`src/rtl/draw_pkg.sv`:
```
// Shared constants for the queued rectangle/clear draw engine: opcodes,
// sequencer states and command-field bit offsets.
package draw_pkg;
  localparam int CMD_OP_W   = 8;
  localparam int CMD_DATA_W = 256;

  localparam logic [CMD_OP_W-1:0] OP_NOP   = 8'h00;
  localparam logic [CMD_OP_W-1:0] OP_RECT  = 8'h01;
  localparam logic [CMD_OP_W-1:0] OP_CLEAR = 8'h02;

  typedef enum logic [2:0] {
    ST_IDLE,
    ST_LOAD,
    ST_REQ,
    ST_DATA,
    ST_NEXT
  } state_e;

  typedef enum int {
    FLD_X     = 0,
    FLD_Y     = 1,
    FLD_W     = 2,
    FLD_H     = 3,
    FLD_COLOR = 4
  } field_e;

  // Fields are packed LSB first, each coordinate COORD_W wide, colour last.
  function automatic int field_lsb(input field_e f, input int coord_w);
    return int'(f) * coord_w;
  endfunction
endpackage

```
`src/rtl/draw_if.sv`:
```
// Command handshake plus frame-buffer burst write port of the draw engine.
// master = command source / memory controller side, slave = draw engine.
interface draw_if #(
  parameter int ADDR_W  = 22,
  parameter int COLOR_W = 16
);
  import draw_pkg::*;

  logic                  cmd_valid;
  logic                  cmd_ready;
  logic [CMD_OP_W-1:0]   cmd_op;
  logic [CMD_DATA_W-1:0] cmd_data;
  logic                  write_burst_req;
  logic                  write_burst_data_req;
  logic                  write_burst_data_finish;
  logic [ADDR_W-1:0]     addr;
  logic [9:0]            write_burst_len;
  logic [COLOR_W-1:0]    rgb;

  modport master (
    output cmd_valid, cmd_op, cmd_data, write_burst_data_req, write_burst_data_finish,
    input  cmd_ready, write_burst_req, addr, write_burst_len, rgb
  );

  modport slave (
    input  cmd_valid, cmd_op, cmd_data, write_burst_data_req, write_burst_data_finish,
    output cmd_ready, write_burst_req, addr, write_burst_len, rgb
  );
endinterface

```
`src/rtl/draw_cmd_fifo.sv`:
```
// Synchronous command FIFO with a registered read port (block-RAM style).
// DEPTH must be a power of two so the pointers wrap naturally.
module draw_cmd_fifo #(
  parameter int WIDTH = 264,
  parameter int DEPTH = 4
) (
  input  logic                     clk,
  input  logic                     rst,
  input  logic                     push,
  input  logic                     pop,
  input  logic [WIDTH-1:0]         wr_data,
  output logic [WIDTH-1:0]         rd_data,
  output logic                     full,
  output logic                     empty,
  output logic [$clog2(DEPTH):0]   level
);
  localparam int AW = $clog2(DEPTH);
  localparam int LW = AW + 1;

  logic [WIDTH-1:0] mem_q [DEPTH];
  logic [AW-1:0]    wr_ptr_q, rd_ptr_q;
  logic [LW-1:0]    level_q;
  logic [WIDTH-1:0] rd_data_q;
  logic             do_push, do_pop;

  assign full    = (level_q == LW'(DEPTH));
  assign empty   = (level_q == '0);
  assign do_push = push & ~full;
  assign do_pop  = pop & ~empty;
  assign rd_data = rd_data_q;
  assign level   = level_q;

  // Storage is left unreset so it maps onto RAM; the pointers define validity.
  always_ff @(posedge clk) begin
    if (do_push) mem_q[wr_ptr_q] <= wr_data;
  end

  always_ff @(posedge clk) begin
    if (rst) begin
      wr_ptr_q  <= '0;
      rd_ptr_q  <= '0;
      level_q   <= '0;
      rd_data_q <= '0;
    end else begin
      if (do_push) wr_ptr_q <= wr_ptr_q + 1'b1;
      if (do_pop) begin
        rd_data_q <= mem_q[rd_ptr_q];
        rd_ptr_q  <= rd_ptr_q + 1'b1;
      end
      case ({do_push, do_pop})
        2'b10:   level_q <= level_q + 1'b1;
        2'b01:   level_q <= level_q - 1'b1;
        default: level_q <= level_q;
      endcase
    end
  end
endmodule

```
`src/rtl/draw_engine.sv`:
```
// Queued rectangle / clear-screen engine: pops commands, clips them to the
// screen and emits constant-colour write bursts of at most MAX_BURST pixels.
module draw_engine
  import draw_pkg::*;
#(
  parameter int SCREEN_W  = 640,
  parameter int SCREEN_H  = 480,
  parameter int COORD_W   = 10,
  parameter int COLOR_W   = 16,
  parameter int ADDR_W    = 22,
  parameter int MAX_BURST = 256,
  parameter int CMD_DEPTH = 4
) (
  input  logic                       clk,
  input  logic                       rst,
  draw_if.slave                      bus,
  output logic                       cmd_done,
  output logic                       illegal_cmd,
  output logic                       busy,
  output logic [$clog2(CMD_DEPTH):0] fifo_level
);
  localparam int CW1    = COORD_W + 1;
  localparam int FIFO_W = CMD_OP_W + CMD_DATA_W;
  localparam int X_LSB  = field_lsb(FLD_X, COORD_W);
  localparam int Y_LSB  = field_lsb(FLD_Y, COORD_W);
  localparam int W_LSB  = field_lsb(FLD_W, COORD_W);
  localparam int H_LSB  = field_lsb(FLD_H, COORD_W);
  localparam int C_LSB  = field_lsb(FLD_COLOR, COORD_W);
  localparam logic [CW1-1:0] SCR_W = CW1'(SCREEN_W);
  localparam logic [CW1-1:0] SCR_H = CW1'(SCREEN_H);

  state_e             state_q, state_d;
  logic [CW1-1:0]     x_start_q, x_start_d, x_end_q, x_end_d, x_cur_q, x_cur_d;
  logic [CW1-1:0]     y_cur_q, y_cur_d, y_end_q, y_end_d;
  logic [COLOR_W-1:0] color_q, color_d;
  logic [ADDR_W-1:0]  addr_q, addr_d;
  logic [9:0]         len_q, len_d;
  logic               done_q, done_d, ill_q, ill_d;

  logic              fifo_pop, fifo_full, fifo_empty;
  logic [FIFO_W-1:0] fifo_rd;

  draw_cmd_fifo #(.WIDTH(FIFO_W), .DEPTH(CMD_DEPTH)) u_fifo (
    .clk     (clk),
    .rst     (rst),
    .push    (bus.cmd_valid),
    .pop     (fifo_pop),
    .wr_data ({bus.cmd_op, bus.cmd_data}),
    .rd_data (fifo_rd),
    .full    (fifo_full),
    .empty   (fifo_empty),
    .level   (fifo_level)
  );

  logic [CMD_OP_W-1:0] ld_op;
  logic [CW1-1:0]      ld_x, ld_y, ld_w, ld_h, w_eff, h_eff;
  logic                ld_clear, ld_draw, ld_empty;
  logic                unused_bits;

  assign ld_op       = fifo_rd[FIFO_W-1 -: CMD_OP_W];
  assign unused_bits = ^fifo_rd[CMD_DATA_W-1:C_LSB+COLOR_W];

  // Clip at COORD_W+1 bits; an origin off-screen yields an empty extent.
  always_comb begin
    ld_clear = (ld_op == OP_CLEAR);
    ld_draw  = (ld_op == OP_RECT) || ld_clear;
    ld_x = ld_clear ? '0    : CW1'(fifo_rd[X_LSB +: COORD_W]);
    ld_y = ld_clear ? '0    : CW1'(fifo_rd[Y_LSB +: COORD_W]);
    ld_w = ld_clear ? SCR_W : CW1'(fifo_rd[W_LSB +: COORD_W]);
    ld_h = ld_clear ? SCR_H : CW1'(fifo_rd[H_LSB +: COORD_W]);
    w_eff = '0;
    h_eff = '0;
    if (ld_x < SCR_W) w_eff = (ld_w < SCR_W - ld_x) ? ld_w : SCR_W - ld_x;
    if (ld_y < SCR_H) h_eff = (ld_h < SCR_H - ld_y) ? ld_h : SCR_H - ld_y;
    ld_empty = (w_eff == '0) || (h_eff == '0);
  end

  logic [CW1-1:0] x_adv, y_adv, seg_x, seg_y, seg_end, remain;
  logic           row_end, last_seg;
  logic [31:0]    seg_addr;
  logic [9:0]     seg_len;

  assign x_adv    = x_cur_q + CW1'(len_q);
  assign y_adv    = y_cur_q + 1'b1;
  assign row_end  = (x_adv >= x_end_q);
  assign last_seg = row_end && (y_adv >= y_end_q);

  // Position of the burst about to be issued: command origin in LOAD,
  // otherwise the successor of the burst just finished.
  always_comb begin
    seg_x   = x_cur_q;
    seg_y   = y_cur_q;
    seg_end = x_end_q;
    if (state_q == ST_LOAD) begin
      seg_x   = ld_x;
      seg_y   = ld_y;
      seg_end = ld_x + w_eff;
    end else if (row_end) begin
      seg_x = x_start_q;
      seg_y = y_adv;
    end else begin
      seg_x = x_adv;
    end
  end

  always_comb begin
    remain   = seg_end - seg_x;
    seg_len  = (32'(remain) > 32'(MAX_BURST)) ? 10'(MAX_BURST) : 10'(remain);
    seg_addr = 32'(seg_y) * 32'(SCREEN_W) + 32'(seg_x);
  end

  always_comb begin
    state_d   = state_q;
    x_start_d = x_start_q;
    x_end_d   = x_end_q;
    x_cur_d   = x_cur_q;
    y_cur_d   = y_cur_q;
    y_end_d   = y_end_q;
    color_d   = color_q;
    addr_d    = addr_q;
    len_d     = len_q;
    done_d    = 1'b0;
    ill_d     = 1'b0;
    fifo_pop  = 1'b0;
    case (state_q)
      ST_IDLE: begin
        if (!fifo_empty) begin
          fifo_pop = 1'b1;
          state_d  = ST_LOAD;
        end
      end
      ST_LOAD: begin
        if (ld_draw && !ld_empty) begin
          x_start_d = ld_x;
          x_cur_d   = ld_x;
          x_end_d   = ld_x + w_eff;
          y_cur_d   = ld_y;
          y_end_d   = ld_y + h_eff;
          color_d   = fifo_rd[C_LSB +: COLOR_W];
          addr_d    = ADDR_W'(seg_addr);
          len_d     = seg_len;
          state_d   = ST_REQ;
        end else begin
          done_d  = ld_draw || (ld_op == OP_NOP);
          ill_d   = !(ld_draw || (ld_op == OP_NOP));
          state_d = ST_IDLE;
        end
      end
      ST_REQ: begin
        if (bus.write_burst_data_req) begin
          state_d = bus.write_burst_data_finish ? ST_NEXT : ST_DATA;
        end
      end
      ST_DATA: begin
        if (bus.write_burst_data_finish) state_d = ST_NEXT;
      end
      ST_NEXT: begin
        if (last_seg) begin
          done_d  = 1'b1;
          state_d = ST_IDLE;
        end else begin
          x_cur_d = seg_x;
          y_cur_d = seg_y;
          addr_d  = ADDR_W'(seg_addr);
          len_d   = seg_len;
          state_d = ST_REQ;
        end
      end
      default: state_d = ST_IDLE;
    endcase
  end

  always_ff @(posedge clk) begin
    if (rst) begin
      state_q   <= ST_IDLE;
      x_start_q <= '0;
      x_end_q   <= '0;
      x_cur_q   <= '0;
      y_cur_q   <= '0;
      y_end_q   <= '0;
      color_q   <= '0;
      addr_q    <= '0;
      len_q     <= '0;
      done_q    <= 1'b0;
      ill_q     <= 1'b0;
    end else begin
      state_q   <= state_d;
      x_start_q <= x_start_d;
      x_end_q   <= x_end_d;
      x_cur_q   <= x_cur_d;
      y_cur_q   <= y_cur_d;
      y_end_q   <= y_end_d;
      color_q   <= color_d;
      addr_q    <= addr_d;
      len_q     <= len_d;
      done_q    <= done_d;
      ill_q     <= ill_d;
    end
  end

  assign bus.cmd_ready       = ~fifo_full;
  assign bus.write_burst_req = (state_q == ST_REQ);
  assign bus.addr            = addr_q;
  assign bus.write_burst_len = len_q;
  assign bus.rgb             = color_q;
  assign cmd_done            = done_q;
  assign illegal_cmd         = ill_q;
  assign busy                = (state_q != ST_IDLE) || !fifo_empty;
endmodule

```
`src/flat_wrapper.sv`:
```
// flat-port wrapper written by rule: the top's interface ports become plain ports
module draw_engine_flat import draw_pkg::*;
#(
  parameter int SCREEN_W  = 640,
  parameter int SCREEN_H  = 480,
  parameter int COORD_W   = 10,
  parameter int COLOR_W   = 16,
  parameter int ADDR_W    = 22,
  parameter int MAX_BURST = 256,
  parameter int CMD_DEPTH = 4
)
  (clk, rst, cmd_done, illegal_cmd, busy, fifo_level, bus_cmd_valid, bus_cmd_op, bus_cmd_data, bus_write_burst_data_req, bus_write_burst_data_finish, bus_cmd_ready, bus_write_burst_req, bus_addr, bus_write_burst_len, bus_rgb);
  draw_if #(.ADDR_W(ADDR_W), .COLOR_W(COLOR_W)) bus_i ();
  input  logic clk;
  input  logic rst;
  output logic cmd_done;
  output logic illegal_cmd;
  output logic busy;
  output logic [$clog2(CMD_DEPTH):0] fifo_level;
  input wire logic [$bits(bus_i.cmd_valid)-1:0] bus_cmd_valid;
  input wire logic [$bits(bus_i.cmd_op)-1:0] bus_cmd_op;
  input wire logic [$bits(bus_i.cmd_data)-1:0] bus_cmd_data;
  input wire logic [$bits(bus_i.write_burst_data_req)-1:0] bus_write_burst_data_req;
  input wire logic [$bits(bus_i.write_burst_data_finish)-1:0] bus_write_burst_data_finish;
  output wire logic [$bits(bus_i.cmd_ready)-1:0] bus_cmd_ready;
  output wire logic [$bits(bus_i.write_burst_req)-1:0] bus_write_burst_req;
  output wire logic [$bits(bus_i.addr)-1:0] bus_addr;
  output wire logic [$bits(bus_i.write_burst_len)-1:0] bus_write_burst_len;
  output wire logic [$bits(bus_i.rgb)-1:0] bus_rgb;
  assign bus_i.cmd_valid = bus_cmd_valid;
  assign bus_i.cmd_op = bus_cmd_op;
  assign bus_i.cmd_data = bus_cmd_data;
  assign bus_i.write_burst_data_req = bus_write_burst_data_req;
  assign bus_i.write_burst_data_finish = bus_write_burst_data_finish;
  assign bus_cmd_ready = bus_i.cmd_ready;
  assign bus_write_burst_req = bus_i.write_burst_req;
  assign bus_addr = bus_i.addr;
  assign bus_write_burst_len = bus_i.write_burst_len;
  assign bus_rgb = bus_i.rgb;
  draw_engine #(.SCREEN_W(SCREEN_W), .SCREEN_H(SCREEN_H), .COORD_W(COORD_W), .COLOR_W(COLOR_W), .ADDR_W(ADDR_W), .MAX_BURST(MAX_BURST), .CMD_DEPTH(CMD_DEPTH)) u_core (.clk(clk), .rst(rst), .bus(bus_i), .cmd_done(cmd_done), .illegal_cmd(illegal_cmd), .busy(busy), .fifo_level(fifo_level));
endmodule
```
`config.mk`:
```
export PLATFORM = sky130hd
export DESIGN_NAME = draw_engine_flat
export DESIGN_NICKNAME = d
export VERILOG_FILES = /design/src/rtl/draw_pkg.sv /design/src/rtl/draw_if.sv /design/src/rtl/draw_cmd_fifo.sv /design/src/rtl/draw_engine.sv /design/src/flat_wrapper.sv
export SDC_FILE = /design/constraint.sdc
export NUM_CORES = 1
export LEC_CHECK = 0
export ABC_AREA = 1
export CAP_MARGIN = 15
export CORE_UTILIZATION = 55
export CTS_BUF_LIST = sky130_fd_sc_hd__clkbuf_8 sky130_fd_sc_hd__clkbuf_16
export DETAILED_ROUTE_END_ITERATION = 8
export PLACE_DENSITY_LB_ADDON = 0.25
export SLEW_MARGIN = 20
export SYNTH_ARGS = -nofsm -noshare
export SYNTH_HDL_FRONTEND = slang
export SYNTH_SLANG_ARGS = --single-unit
```
`constraint.sdc`:
```
create_clock -name clk -period 7.7 [get_ports clk]
set_input_delay 1.54 -clock clk [delete_from_list [all_inputs] [get_ports clk]]
set_output_delay 1.54 -clock clk [all_outputs]
set_load 0.005 [all_outputs]
```
# Word-level counts from Yosys, hierarchy flattened
# Memory sizes are Yosys's and may differ from the RTL's. A register that Yosys moved wholly into a read port is not among the register bits.
# Cells that the tools add are included.
# word_totals
ff_bits	115
output_inout_bits	56
in_bits	269
word_cells	116
ram_bits	1056
mem_count	1
# mem_list
name	words	word_bits	rd	rd_clocked_by_memory_dff	write_ports	line_no	source
u_core.u_fifo.mem_q	4	264	1	1	1	draw_cmd_fifo.sv:20	logic [WIDTH-1:0] mem_q [DEPTH];
# op_classes
bitwise_logic	5
n_eq_ne	14
n_lt_le_gt_ge	7
mul	1
mux	41
reduce_logical	21
add_sub_neg	12
# ops
cell	count
11-bit 2-to-1 mux	13
10-bit 2-to-1 mux	7
22-bit 2-to-1 mux	2
11-bit case mux with 2 select lines	2
22-bit case mux with 2 select lines	1
11-bit adder	2
21-bit by 11-bit adder with 22-bit output	1
11-bit greater-or-equal comparator	2
11-bit zero test	2
11-bit < comparator	2
10-bit case mux with 2 select lines	1
3-bit case mux with 5 select lines	1
11-bit by 3-bit multiplier with 14-bit output, second input constant	1
3-bit 2-to-1 mux	4
11-bit by 1-bit adder with 11-bit output, second input constant	1
11-bit by 10-bit adder with 11-bit output	1
11-bit by 9-bit greater-than comparator with 1-bit output, second input constant	1
11-bit by 10-bit < comparator with 1-bit output, second input constant	1
11-bit by 9-bit < comparator with 1-bit output, second input constant	1
10-bit by 11-bit subtractor with 11-bit output, first input constant	1
11-bit subtractor	1
9-bit by 11-bit subtractor with 11-bit output, first input constant	1
2-bit != test, second input constant	5
8-bit by 1-bit equality test with 1-bit output, second input constant	1
other kinds (25)	46

# Logic depth before layout (Yosys ltp)
# Gate-level depths: netlist (run 1).
# logic_depth
ltp_word	13
ltp_mapped	49
ltp_nobuf	44

# By module
# From an unflattened synthesis (run 1), not the netlist that was laid out.
# unflattened
hier_cells	7358
hier_area_um2	65286.4
# by_module_without_submodules
mod	seq_area_each_um2	instances	area_per_inst_um2	cells_each
draw_cmd_fifo	37135.6	1	55537.0	5873
draw_engine	2142.1	1	9749.4	1485

# Worst setup path before layout (run 1)
# OpenSTA, ideal clock, no wires.
# synth_path
kind	register -> register
startpoint	register u_core.u_fifo.rd_data_q[257] (netlist: u_core.u_fifo.rd_data[257]) (read register of u_core.u_fifo.mem_q)
endpoint	register u_core.len_q[0] (netlist: u_core.bus.write_burst_len[0])
setup_slack_ns	1.622
setup_time_ns	0.064
required_ns	7.636
arrival_ns	6.014
period_less_slack_ns	6.078
n_path_buf	5
path_stages_with_launch	46
path_cell_list	dfxtp_1 > nand2_2 > nor2_4 > nand2_4 > buf_6 > buf_6 > buf_2 > buf_2 > nand2_1 > ha_1 > nand2_1 > nor2_2 > xor2_1 > ha_1 > nand2_1 > nor2_1 > a211oi_1 > nand2_1 > [10 not listed] > nand2_1 > o21ai_0 > ha_1 > nand2_1 > nor2_1 > a211oi_1 > o21ai_0 > a21o_1 > nand2_1 > nand2_1 > nand2_1 > nand2_1 > a21oi_1 > xor2_1 > nand4_1 > nor2_1 > nor2_1 > nor2_1
# synth_between
elab_chain_cells	13
word_cells_on_any_way	33
cone_classes	add/sub: 4; order compare: 5; eq/ne: 3; mux: 14; reduce/logical: 7
# synth_rtl
item	line_no	source
start, declared	draw_cmd_fifo.sv:23	logic [WIDTH-1:0] rd_data_q;
8-bit by 2-bit equality test with 1-bit output	draw_engine.sv:65	ld_clear = (ld_op == OP_CLEAR);
10-bit 2-to-1 mux	draw_engine.sv:67	ld_x = ld_clear ? '0 : CW1'(fifo_rd[X_LSB +: COORD_W]);
10-bit by 11-bit subtractor with 11-bit output	draw_engine.sv:73	if (ld_x < SCR_W) w_eff = (ld_w < SCR_W - ld_x) ? ld_w : SCR_W - ld_x;
11-bit < comparator	draw_engine.sv:73	
11-bit 2-to-1 mux (2 in a row)	draw_engine.sv:73	
11-bit adder	draw_engine.sv:97	seg_end = ld_x + w_eff;
11-bit 2-to-1 mux	draw_engine.sv:94	if (state_q == ST_LOAD) begin
11-bit subtractor	draw_engine.sv:107	remain = seg_end - seg_x;
11-bit by 9-bit greater-than comparator with 1-bit output	draw_engine.sv:108	seg_len = (32'(remain) > 32'(MAX_BURST)) ? 10'(MAX_BURST) : 10'(remain);
10-bit 2-to-1 mux	draw_engine.sv:108	
10-bit 2-to-1 mux, on equally long branches	draw_engine.sv:158, draw_engine.sv:133	
10-bit case mux with 2 select lines	draw_engine.sv:125	case (state_q)
end signal, assigned	draw_engine.sv:195	len_q <= len_d;
end, declared	draw_engine.sv:37	logic [9:0] len_q, len_d;
# Parallel ways exist; a longest one is shown, timed or not. The select of a mux whose other input is x is not followed.
# A chain may end at the register's enable or synchronous reset.

# Worst setup path in the final report (run 1)
# layout_path
startpoint	register u_core.u_fifo.rd_data_q[261] (netlist: u_core.u_fifo.rd_data[261]) (read register of u_core.u_fifo.mem_q)
endpoint	register u_core.len_q[7] (netlist: u_core.bus.write_burst_len[7])
# The elaborated chain is that of the path after synthesis.

==> reports/results.ini, run 1 <==
[route]
highest_layer = met5
post_drt_via_cell_ratio = 5.41
detail_route.wirelength.met1_mm = 22.3
drt_wl_total_mm = 49.4
met3_layer_wire_length_in_the_routed_design_mm = 2.58
first_iter_violations = 1337
vias = 16506
dr_wl_met2_mm = 23.5
post_drt_wl_per_cell_um = 16.2
final_antenna_net_count = 0
first_pass_iters = 5
drc_errors = 0

[finish]
num_antenna_cells = 0
layout_cells_sized_above_1_pct = 5.61
area.growth.synth_to_final_pct = 13.4
design.final.nets = 2882

[timing]
postLayoutSetupSlackWorst_ps = 832
slew_headroom_pct = 29.2
timing_max_transition_violations_final = 0
totalNegativeSetupSlack_ps = 0
setup_viol = 0
final-hold-violation-count = 0
finalClockSkew_ps = 13.4
tightest_slew_ps = 1060
max_clock_freq_mhz = 146
rsz0062_at_grt = false
layout_worst_path_cycle_share_pct = 89.2
period_needed_ps = 6870

[yosys]
synth_largest_type_area_fraction_pct = 35.7
ys_ff_latch = 434
synth_edf_count = 256
synth_fa_ha_area_share_pct = 7.04
synth.area.top_cells = sky130_fd_sc_hd__edfxtp_1 (36%), sky130_fd_sc_hd__dfxtp_1 (17%), sky130_fd_sc_hd__nor2_1 (7.1%)
synth_compound_gate_area_share_pct = 13.0
yosys.area_share.simple_pct = 18.5
ys.flop_type = sky130_fd_sc_hd__edfxtp_1
fraction_of_the_yosys_area_taken_by_sequential_cells_pct = 52.2
post_synth_inst_count = 2426
synth_area_leader_cell = sky130_fd_sc_hd__edfxtp_1
synthMuxAreaShare_pct = 0.0464
netlist_area_um2 = 21600
netlist-cell-type-count = 53
synth.net_count = 2812
post_synth_xor_area_fraction_pct = 2.68
synth_top_family_by_area = simple AND/OR/NAND/NOR gates
synth_async_sr_flop_share_pct = 0
synthesis.yosys.warnings = 0
synth.avg_cell_area_um2 = 8.88

[floorplanning]
design.die.area_um2 = 40000
initial_core_util_pct = 55.8
floorplan.rows = 72
chipWidth_um = 200
io_pins = 325
die_h_um = 200
floorplan.core_area_um2 = 38600

[global_routing]
number_of_global_route_vias_before_repair = 15639
grt_start_max_net_pins = 98
grt_antenna_before_repair = 3
gr-usage-all-layers_pct = 25.4
grt_pass1_wl_mm = 79.9
gr-total-overflow = 0

[clock_tree]
clockBufferDepth = 3
tritoncts = yes
worst_setup_hold_path_clk_slew_ps = 60
cts.repair_timing.setup_buffer_count = 0
postCtsHoldBufs = 0
clock_tree.htree_level_count = 2
cts_made_buffers = 45
clock_latency_ps = 570
clock_sink_count = 434
ctsResizeCount = 0
clockRootBuffer = sky130_fd_sc_hd__clkbuf_16

[critical_path]
crit_fanout = 40
start_kind = flip-flop
r2r_setup_slack_ps = 830
worstSetupPathType = flip-flop to flip-flop
worst-endpoint-required_ps = 8200
crit_path_top_delay_cell = sky130_fd_sc_hd__fa_1
crit_path_max_incr_delay_ps = 410
timing.critical_path.mode_cell = sky130_fd_sc_hd__nand2_1
critical_path.endpoint_type = flip-flop
cp.arrival_ps = 7370

[power_and_ir_drop]
pwr-share-comb_pct = 57.3
sequentialPowerShare_pct = 25.8
vdd_ir_drop_max_mv = 0.316
power_switching_uw = 5600
power.clock.fraction_pct = 16.9
power.share.switching_pct = 45.6
leakagePower_uw = 0.0102
power_uw = 12300
cellPowerDensity_nw_per_um2 = 503
internal_power_uw = 6680

[status]
run_status = finished clean

[placement]
port_buffers = 124
preCtsSetupSlack_ps = 862
dp_hpwl_mm = 31.7
place.gp.congestion = 0.894

[flow_run]
cap_violations = 0

[worst_hold_path]
worst_hold_path_type = flip-flop to flip-flop

-- critical path, delay by kind of cell (launching register included) --
kind                     cells  cell delay, ps
flip-flops                   1             310
adder cells (fa/ha/maj)      5            1420
AND/OR/NAND/NOR             25            3120
buffers and inverters        2             100
AO/OA/AOI/OAI                6            1080
XOR/XNOR                     3             730
-- cells in the mapped netlist, drive strengths merged (49+ instances only) --
master / count
nor2: 416
nand2: 395
inv: 210
a21oi: 145
edfxtp: 256
a31oi: 66
clkbuf: 75
dfxtp: 178
ha: 110
xor2: 49
nand3: 102
o21ai: 280
-- kinds of logic after synthesis --
logic type / count (synthesis)
DFF: 434
xor gates and xnor gates: 65
and+or+nand+nor: 955
AOI/OAI and AO/OA: 524
adders and majority gates: 117
muxes: 1
buffers and inverters: 330
-- registers in the layout, summed over array words and instances (netlist names), 3 cells and up --
signal                      flops
u_core.x_start_q               10
u_core.state_q                  3
u_core.x_end_q                 11
u_core.u_fifo.rd_data          64
u_core.bus.rgb                 16
u_core.bus.write_burst_len     10
u_core.y_end_q                 11
u_core.u_fifo.mem_q           256
u_core.y_cur_q                 11
u_core.u_fifo.level             3
u_core.x_cur_q                 11
u_core.bus.addr                22
-- through the flow --
stage	util [%]	cell area, um2	std cells	hold slack [ps]
after CTS	63.2	24400	3050	444
after global placement	59.5	23000	2967	430
after detailed placement	59.5	23000	2967	435
after floorplan	-	21600	2426	433
after global routing	63.2	24400	3050	476
final	63.2	24400	3050	443
-- final timing paths --
kind         cells after the start                            end                       start
max                             41  u_core.bus.write_burst_len[7]  u_core.u_fifo.rd_data[261]
min                              2            u_core.bus.addr[21]         u_core.bus.addr[21]
min reg2reg                      2            u_core.bus.addr[21]         u_core.bus.addr[21]
max reg2reg                     41  u_core.bus.write_burst_len[7]  u_core.u_fifo.rd_data[261]
-- metal layers --
metal  track usage [%]  vias to the layer above
met1              33.7                     7741
met2              42.6                      378
met4              6.87                        6
met3              4.59                       66
li1                  -                     8315
met5                 0                        -
-- layout make-up --
type	instances	area, um2
Clock buffer	48	1180
Clock inverter	35	248
Sequential cell	434	11300
Fill cell	3172	14200
Timing Repair Buffer	140	1360
Inverter	213	800
Multi-Input combinational cell	1662	8940
Tap cell	518	648
-- layout by cell type (no fill, tap or decap), types with 3 or more instances in the layout --
cell type,instances
sky130_fd_sc_hd__a211oi_1,3
sky130_fd_sc_hd__a21o_1,6
sky130_fd_sc_hd__a21oi_1,144
sky130_fd_sc_hd__a31oi_1,66
sky130_fd_sc_hd__buf_4,16
sky130_fd_sc_hd__bufinv_16,3
sky130_fd_sc_hd__clkbuf_16,46
sky130_fd_sc_hd__clkdlybuf4s50_1,123
sky130_fd_sc_hd__clkinv_1,10
sky130_fd_sc_hd__clkinv_2,4
sky130_fd_sc_hd__clkinvlp_4,4
sky130_fd_sc_hd__dfxtp_1,176
sky130_fd_sc_hd__edfxtp_1,256
sky130_fd_sc_hd__fa_1,7
sky130_fd_sc_hd__ha_1,110
sky130_fd_sc_hd__inv_1,216
sky130_fd_sc_hd__inv_2,9
sky130_fd_sc_hd__nand2_1,378
sky130_fd_sc_hd__nand2_2,11
sky130_fd_sc_hd__nand2_4,4
sky130_fd_sc_hd__nand3_1,98
sky130_fd_sc_hd__nand3_2,4
sky130_fd_sc_hd__nand3b_1,6
sky130_fd_sc_hd__nand4_1,8
sky130_fd_sc_hd__nor2_1,401
sky130_fd_sc_hd__nor2_2,6
sky130_fd_sc_hd__nor2_4,8
sky130_fd_sc_hd__nor3_1,12
sky130_fd_sc_hd__o211ai_1,11
sky130_fd_sc_hd__o21ai_0,272
sky130_fd_sc_hd__o21ai_1,6
sky130_fd_sc_hd__o21bai_1,3
sky130_fd_sc_hd__o31ai_1,3
sky130_fd_sc_hd__or2_2,6
sky130_fd_sc_hd__xnor2_1,16
sky130_fd_sc_hd__xor2_1,48
-- power groups by stage --
| stage | clock [uW] | combinational (uW) | sequential [uW] |
|---|---|---|---|
| 6_report | 2080 | 7040 | 3170 |
| 5_1_grt | 2210 | 8140 | 3220 |
| 4_1_cts | 2120 | 7050 | 3170 |
| 3_5_place_dp | 0 | 7000 | 3220 |
| 3_3_place_gp | 0 | 6810 | 3210 |
| 2_1_floorplan | 0 | 5550 | 3080 |
Power figures use the tool's default switching activity.
==> inputs of run 2 (changes only) <==
--- a/config.mk
+++ b/config.mk
@@ -7,7 +7,9 @@
 export LEC_CHECK = 0
 export ABC_AREA = 1
 export CAP_MARGIN = 15
-export CORE_UTILIZATION = 55
+export CELL_PAD_IN_SITES_DETAIL_PLACEMENT = 1
+export CELL_PAD_IN_SITES_GLOBAL_PLACEMENT = 1
+export CORE_UTILIZATION = 41
 export CTS_BUF_LIST = sky130_fd_sc_hd__clkbuf_8 sky130_fd_sc_hd__clkbuf_16
 export DETAILED_ROUTE_END_ITERATION = 8
 export PLACE_DENSITY_LB_ADDON = 0.25
==> reports/results.ini, run 2 (synthesized netlist as in run 1, its figures left out) <==
[placement]
place.gp.congestion = 0.871  ; -2.6%
dp_hpwl_mm = 38.0  ; +20%
dpl-instance-area_um2 = 23200  ; +0.89%
port_buffers = 124  ; unchanged

[critical_path]
worstSetupPathType = flip-flop to flip-flop
crit_path_top_delay_cell = sky130_fd_sc_hd__fa_1
start_kind = flip-flop
worst-endpoint-required_ps = 8230  ; +30 ps
crit_fanout = 40  ; unchanged
cp.arrival_ps = 7510  ; +140 ps
timing.critical_path.mode_cell = sky130_fd_sc_hd__nand2_1
critical_path.endpoint_type = flip-flop
crit_path_max_incr_delay_ps = 400  ; about the same

[global_routing]
grt_start_max_net_pins = 115  ; +17%
number_of_global_route_vias_before_repair = 17925  ; +15%
grt_antenna_before_repair = 2  ; -1
gr-total-overflow = 0  ; unchanged
grt_pass1_wl_mm = 94.2  ; +18%
gr-usage-all-layers_pct = 22.2  ; -3.2 points

[route]
post_drt_wl_per_cell_um = 18.2  ; +12%
vias = 16947  ; +2.7%
drt_wl_total_mm = 58.7  ; +19%
final_antenna_net_count = 0  ; unchanged
drc_errors = 0  ; unchanged
post_drt_via_cell_ratio = 5.26  ; -2.7%
first_iter_violations = 779  ; -42%
first_pass_iters = 5  ; unchanged

[clock_tree]
tritoncts = yes
worst_setup_hold_path_clk_slew_ps = 60  ; about the same
clock_latency_ps = 610  ; +40 ps
clock_sink_count = 434  ; unchanged
clockRootBuffer = sky130_fd_sc_hd__clkbuf_16
postCtsHoldBufs = 0  ; unchanged
cts_made_buffers = 48  ; +6.7%
clock_tree.htree_level_count = 2  ; unchanged
clockBufferDepth = 3  ; unchanged

[finish]
largest_register = u_core.u_fifo.mem_q
design.final.nets = 2885  ; +0.10%
mostFrequentLayoutCells = sky130_fd_sc_hd__nor2_1 (401), sky130_fd_sc_hd__nand2_1 (378), sky130_fd_sc_hd__o21ai_0 (272)
largest_reg_flops = 256  ; unchanged
multi_input_logic_area_um2 = 8950  ; about the same
fillCellCount = 5938  ; +87%
fin_area_um2 = 24900  ; +1.9%
area.growth.synth_to_final_pct = 15.5
most_frequent_standard_cell_in_the_layout_excluding_fill_and_tap_cells = sky130_fd_sc_hd__nor2_1
layout_cells_sized_above_1_pct = 6.26  ; +0.65 points
area.sequential_um2 = 11300  ; unchanged

[floorplanning]
floorplan.rows = 83  ; +15%
io_pins = 325  ; unchanged
design.die.area_um2 = 53500  ; +34%
die_h_um = 231  ; +16%
initial_core_util_pct = 41.8  ; -14 points
chipWidth_um = 231  ; +16%
floorplan.core_area_um2 = 51600  ; +34%

[timing]
totalNegativeSetupSlack_ps = 0  ; unchanged
slew_headroom_pct = 28.2  ; -0.98 points
rsz0062_at_grt = false
timing_max_transition_violations_final = 0  ; unchanged
max_clock_freq_mhz = 143  ; -1.6%
layout_worst_path_cycle_share_pct = 90.7  ; +1.5 points
finalClockSkew_ps = 24.8  ; +11.4 ps
setup_viol = 0  ; unchanged
tightest_slew_ps = 1080  ; +14.6 ps
period_needed_ps = 6980  ; +114 ps
final-hold-violation-count = 0  ; unchanged

[status]
run_status = finished clean

[power_and_ir_drop]
vdd_ir_drop_max_mv = 0.268  ; -15%
cellPowerDensity_nw_per_um2 = 518  ; +3.1%
leakagePower_uw = 0.0102  ; +0.94%

[worst_hold_path]
worst_hold_path_type = flip-flop to flip-flop

[flow_run]
cap_violations = 0  ; unchanged

## run 2: cell types whose count changed in the layout (fill, tap and decap cells not counted), moves of 3 or more
cell | previous run | this run
sky130_fd_sc_hd__inv_1 | 216 | 208
sky130_fd_sc_hd__bufinv_16 | 3 | 6
sky130_fd_sc_hd__clkbuf_8 | 2 | 7
sky130_fd_sc_hd__clkinv_2 | 4 | 11
## run 2: through the flow
step	worst slack [ps]	hold WS (ps)	power (uW)	cells	util, %
2_1_floorplan	1620	433	8630	2426	-
3_3_place_gp	825	431	10200	3129	45.0
3_5_place_dp	671	435	10500	3129	45.0
4_1_cts	596	445	13000	3219	48.2
5_1_grt	6.50	455	14100	3219	48.2
6_report	718	437	12900	3220	48.2
## run 2: cell type report
cell class,count,area share (%)
clock buffers,55,5.21
multi-input cells,1662,36.0
inverters,213,3.22
diodes,1,0.0101
well taps,680,3.42
clock inverters,35,1.52
repair buffers,140,5.45
flip-flops and latches,434,45.2
## run 2: path summary, 6_finish.rpt
| kind | start | endpoint | slack (ps) | cells after the start |
|---|---|---|---|---|
| min | u_core.bus.addr[21] | u_core.bus.addr[21] | 440 | 2 |
| max reg2reg | u_core.u_fifo.rd_data[261] | u_core.bus.write_burst_len[7] | 720 | 41 |
| min reg2reg | u_core.bus.addr[21] | u_core.bus.addr[21] | 440 | 2 |
| max | u_core.u_fifo.rd_data[261] | u_core.bus.write_burst_len[7] | 720 | 41 |
## run 2: routing by layer
| metal | track usage, % | wire, um |
|---|---|---|
| met1 | 28.1 | 26900 |
| met2 | 39.1 | 28600 |
| met3 | 2.74 | 1850 |
| met4 | 6.97 | 1290 |
| met5 | 0 | 27 |
## run 2: where the power goes
part / internal, uW / total (uW) / leakage [uW] / switching, uW
clock: 1420 / 2400 / 0.000847 / 983
combinational: 2630 / 7330 / 0.00559 / 4700
sequential: 2870 / 3180 / 0.00381 / 309
total: 6920 / 12900 / 0.0102 / 5990
## run 2: what timing repair did
action | 4_1_cts | 5_1_grt
endpoints found under the setup margin | 0 | 5
gates resized for setup | 0 | 1
setup buffers | 0 | 0
## run 2: worst max-delay path: cells and delay by family (launching register included)
| family | cells | cell delay, ps |
|---|---|---|
| simple gates | 25 | 3240 |
| compound gates | 6 | 1110 |
| flops | 1 | 310 |
| buf+inv | 2 | 110 |
| xor+xnor | 3 | 620 |
| fa+ha+maj | 5 | 1470 |
==> inputs of run 3 (changes only) <==
--- a/config.mk
+++ b/config.mk
@@ -12,7 +12,7 @@
 export CORE_UTILIZATION = 41
 export CTS_BUF_LIST = sky130_fd_sc_hd__clkbuf_8 sky130_fd_sc_hd__clkbuf_16
 export DETAILED_ROUTE_END_ITERATION = 8
-export PLACE_DENSITY_LB_ADDON = 0.25
+export PLACE_DENSITY_LB_ADDON = 0.1
 export SLEW_MARGIN = 20
 export SYNTH_ARGS = -nofsm -noshare
 export SYNTH_HDL_FRONTEND = slang
==> reports/results.ini, run 3 (synthesized netlist as in run 1, its figures left out) <==
[finish]
largest_reg_flops = 256  ; unchanged
mostFrequentLayoutCells = sky130_fd_sc_hd__nor2_1 (401), sky130_fd_sc_hd__nand2_1 (378), sky130_fd_sc_hd__o21ai_0 (272)
fillCellCount = 5912  ; -0.44%
num_antenna_cells = 0  ; -1
area.growth.synth_to_final_pct = 15.4
layout_cells_sized_above_1_pct = 6.22  ; -0.047 points
design.final.nets = 2890  ; +0.17%
most_frequent_standard_cell_in_the_layout_excluding_fill_and_tap_cells = sky130_fd_sc_hd__nor2_1
largest_register = u_core.u_fifo.mem_q
final_cell_count_no_fill = 3222  ; +0.062%

[worst_hold_path]
worst_hold_path_type = flip-flop to flip-flop
holdCritStartpoint = u_core.bus.addr[21]

[placement]
dp_hpwl_mm = 38.5  ; +1.3%
post-place-cells = 3134  ; +0.16%
place.gp.congestion = 0.831  ; -4.7%
port_buffers = 124  ; unchanged

[timing]
timing_max_transition_violations_final = 0  ; unchanged
tightest_slew_ps = 1010  ; -66.1 ps
period_needed_ps = 6790  ; -192 ps
slew_headroom_pct = 32.6  ; +4.4 points
totalNegativeSetupSlack_ps = 0  ; unchanged
layout_worst_path_cycle_share_pct = 88.2  ; -2.5 points
setup_viol = 0  ; unchanged
finalClockSkew_ps = 36.2  ; +11.4 ps
max_clock_freq_mhz = 147  ; +2.8%
final-hold-violation-count = 0  ; unchanged
rsz0062_at_grt = false

[critical_path]
r2r-start = u_core.u_fifo.rd_data[261]
critPathCapture = u_core.bus.write_burst_len[7]
cp.arrival_ps = 7320  ; -190 ps
timing.critical_path.depth = 40  ; -2.4%
worstSetupPathType = flip-flop to flip-flop
critical_path.endpoint_type = flip-flop
crit_path_max_incr_delay_ps = 400  ; about the same
crit_buf_inv = 4  ; +2
timing.critical_path.mode_cell = sky130_fd_sc_hd__nand2_1
crit_fanout = 33  ; -18%
setup.worst_path.start = u_core.u_fifo.rd_data[261]
r2r_worst_path_depth = 40  ; -2.4%
crit_path_top_delay_cell = sky130_fd_sc_hd__fa_1
critPathTopFamily = simple AND/OR/NAND/NOR gates
worst-endpoint-required_ps = 8230  ; about the same
timing.rr.end = u_core.bus.write_burst_len[7]
start_kind = flip-flop
r2r_setup_slack_ps = 910  ; +190 ps

[route]
vias = 16697  ; -1.5%
post_drt_wl_per_cell_um = 18.1  ; -0.93%
final_antenna_net_count = 0  ; unchanged
post_drt_via_cell_ratio = 5.18  ; -1.5%
first_iter_violations = 684  ; -12%
drt_wl_total_mm = 58.2  ; -0.86%
drc_errors = 0  ; unchanged
first_pass_iters = 5  ; unchanged

[global_routing]
grt_start_max_net_pins = 102  ; -11%
grt_pass1_wl_mm = 93.0  ; -1.3%
number_of_global_route_vias_before_repair = 17431  ; -2.8%
gr-usage-all-layers_pct = 22.0  ; -0.17 points
grt_antenna_before_repair = 3  ; +1
gr-total-overflow = 0  ; unchanged

[clock_tree]
postCtsHoldBufs = 0  ; unchanged
clockBufferDepth = 3  ; unchanged
cts_made_buffers = 48  ; unchanged
worst_setup_hold_path_clk_slew_ps = 60  ; about the same
clockRootBuffer = sky130_fd_sc_hd__clkbuf_16
cts.repair_timing.setup_buffer_count = 0  ; unchanged
clock_tree.htree_level_count = 2  ; unchanged
clock_latency_ps = 620  ; about the same
tritoncts = yes
ctsResizeCount = 0  ; unchanged
clock_sink_count = 434  ; unchanged

[floorplanning]
chipWidth_um = 231  ; unchanged
initial_core_util_pct = 41.8  ; unchanged
floorplan.rows = 83  ; unchanged
io_pins = 325  ; unchanged
die_h_um = 231  ; unchanged
floorplan.core_area_um2 = 51600  ; unchanged
design.die.area_um2 = 53500  ; unchanged

[flow_run]
cap_violations = 0  ; unchanged

[status]
run_status = finished clean

[power_and_ir_drop]
vdd_ir_drop_max_mv = 0.339  ; +27%
leakagePower_uw = 0.0103  ; +0.18%
cellPowerDensity_nw_per_um2 = 513  ; -1.1%

-- run 3: worst min path at each step --
| stage | end | slack, ps | cells after the start |
|---|---|---|---|
| after global placement | u_core.bus.addr[21] | 430 | 2 |
| final | u_core.bus.addr[21] | 450 | 2 |
| after CTS | u_core.bus.addr[21] | 460 | 2 |
| after floorplan | u_core.bus.addr[21] | 430 | 2 |
| after global routing | u_core.y_end_q[9] | 480 | 2 |
| after detailed placement | u_core.bus.addr[21] | 450 | 2 |
-- run 3: per-layer routing --
metal	global-route usage, %	wire length (um)	part of all wire [%]
met5	0	37	0.064
met4	6.19	1420	2.4
met3	3.52	1890	3.2
met2	38.1	28100	48
met1	28.3	26700	46
-- run 3: metrics by stage --
step | hold WS [ps] | util, % | total power, uW | cell area, um2 | setup WS (ps)
2_1_floorplan | 433 | - | 8630 | 21600 | 1620
3_3_place_gp | 432 | 45.0 | 10300 | 23200 | 1010
3_5_place_dp | 454 | 45.0 | 10500 | 23200 | 879
4_1_cts | 462 | 48.2 | 12900 | 24900 | 843
5_1_grt | 480 | 48.2 | 14000 | 24900 | 118
6_report | 451 | 48.2 | 12800 | 24900 | 909
-- run 3: final cells by class --
class,count,area [um2],area share (%)
sequential,434,11300,45.3
multi-input combinational,1662,8940,36.0
timing repair buffer,145,1400,5.62
clock buffer,60,1370,5.49
tap,680,851,3.42
inverter,213,802,3.22
clock inverter,28,255,1.03
-- run 3: worst min-delay path, cell delays in order (launching register included) --
cell and delay (ps):
sky130_fd_sc_hd__dfxtp_1 310, sky130_fd_sc_hd__nand2_1 60, sky130_fd_sc_hd__nor2_1 40
-- run 3: where the power goes --
group / switching, uW / internal (uW)
combinational: 4650 / 2630
clock: 957 / 1360
sequential: 293 / 2870
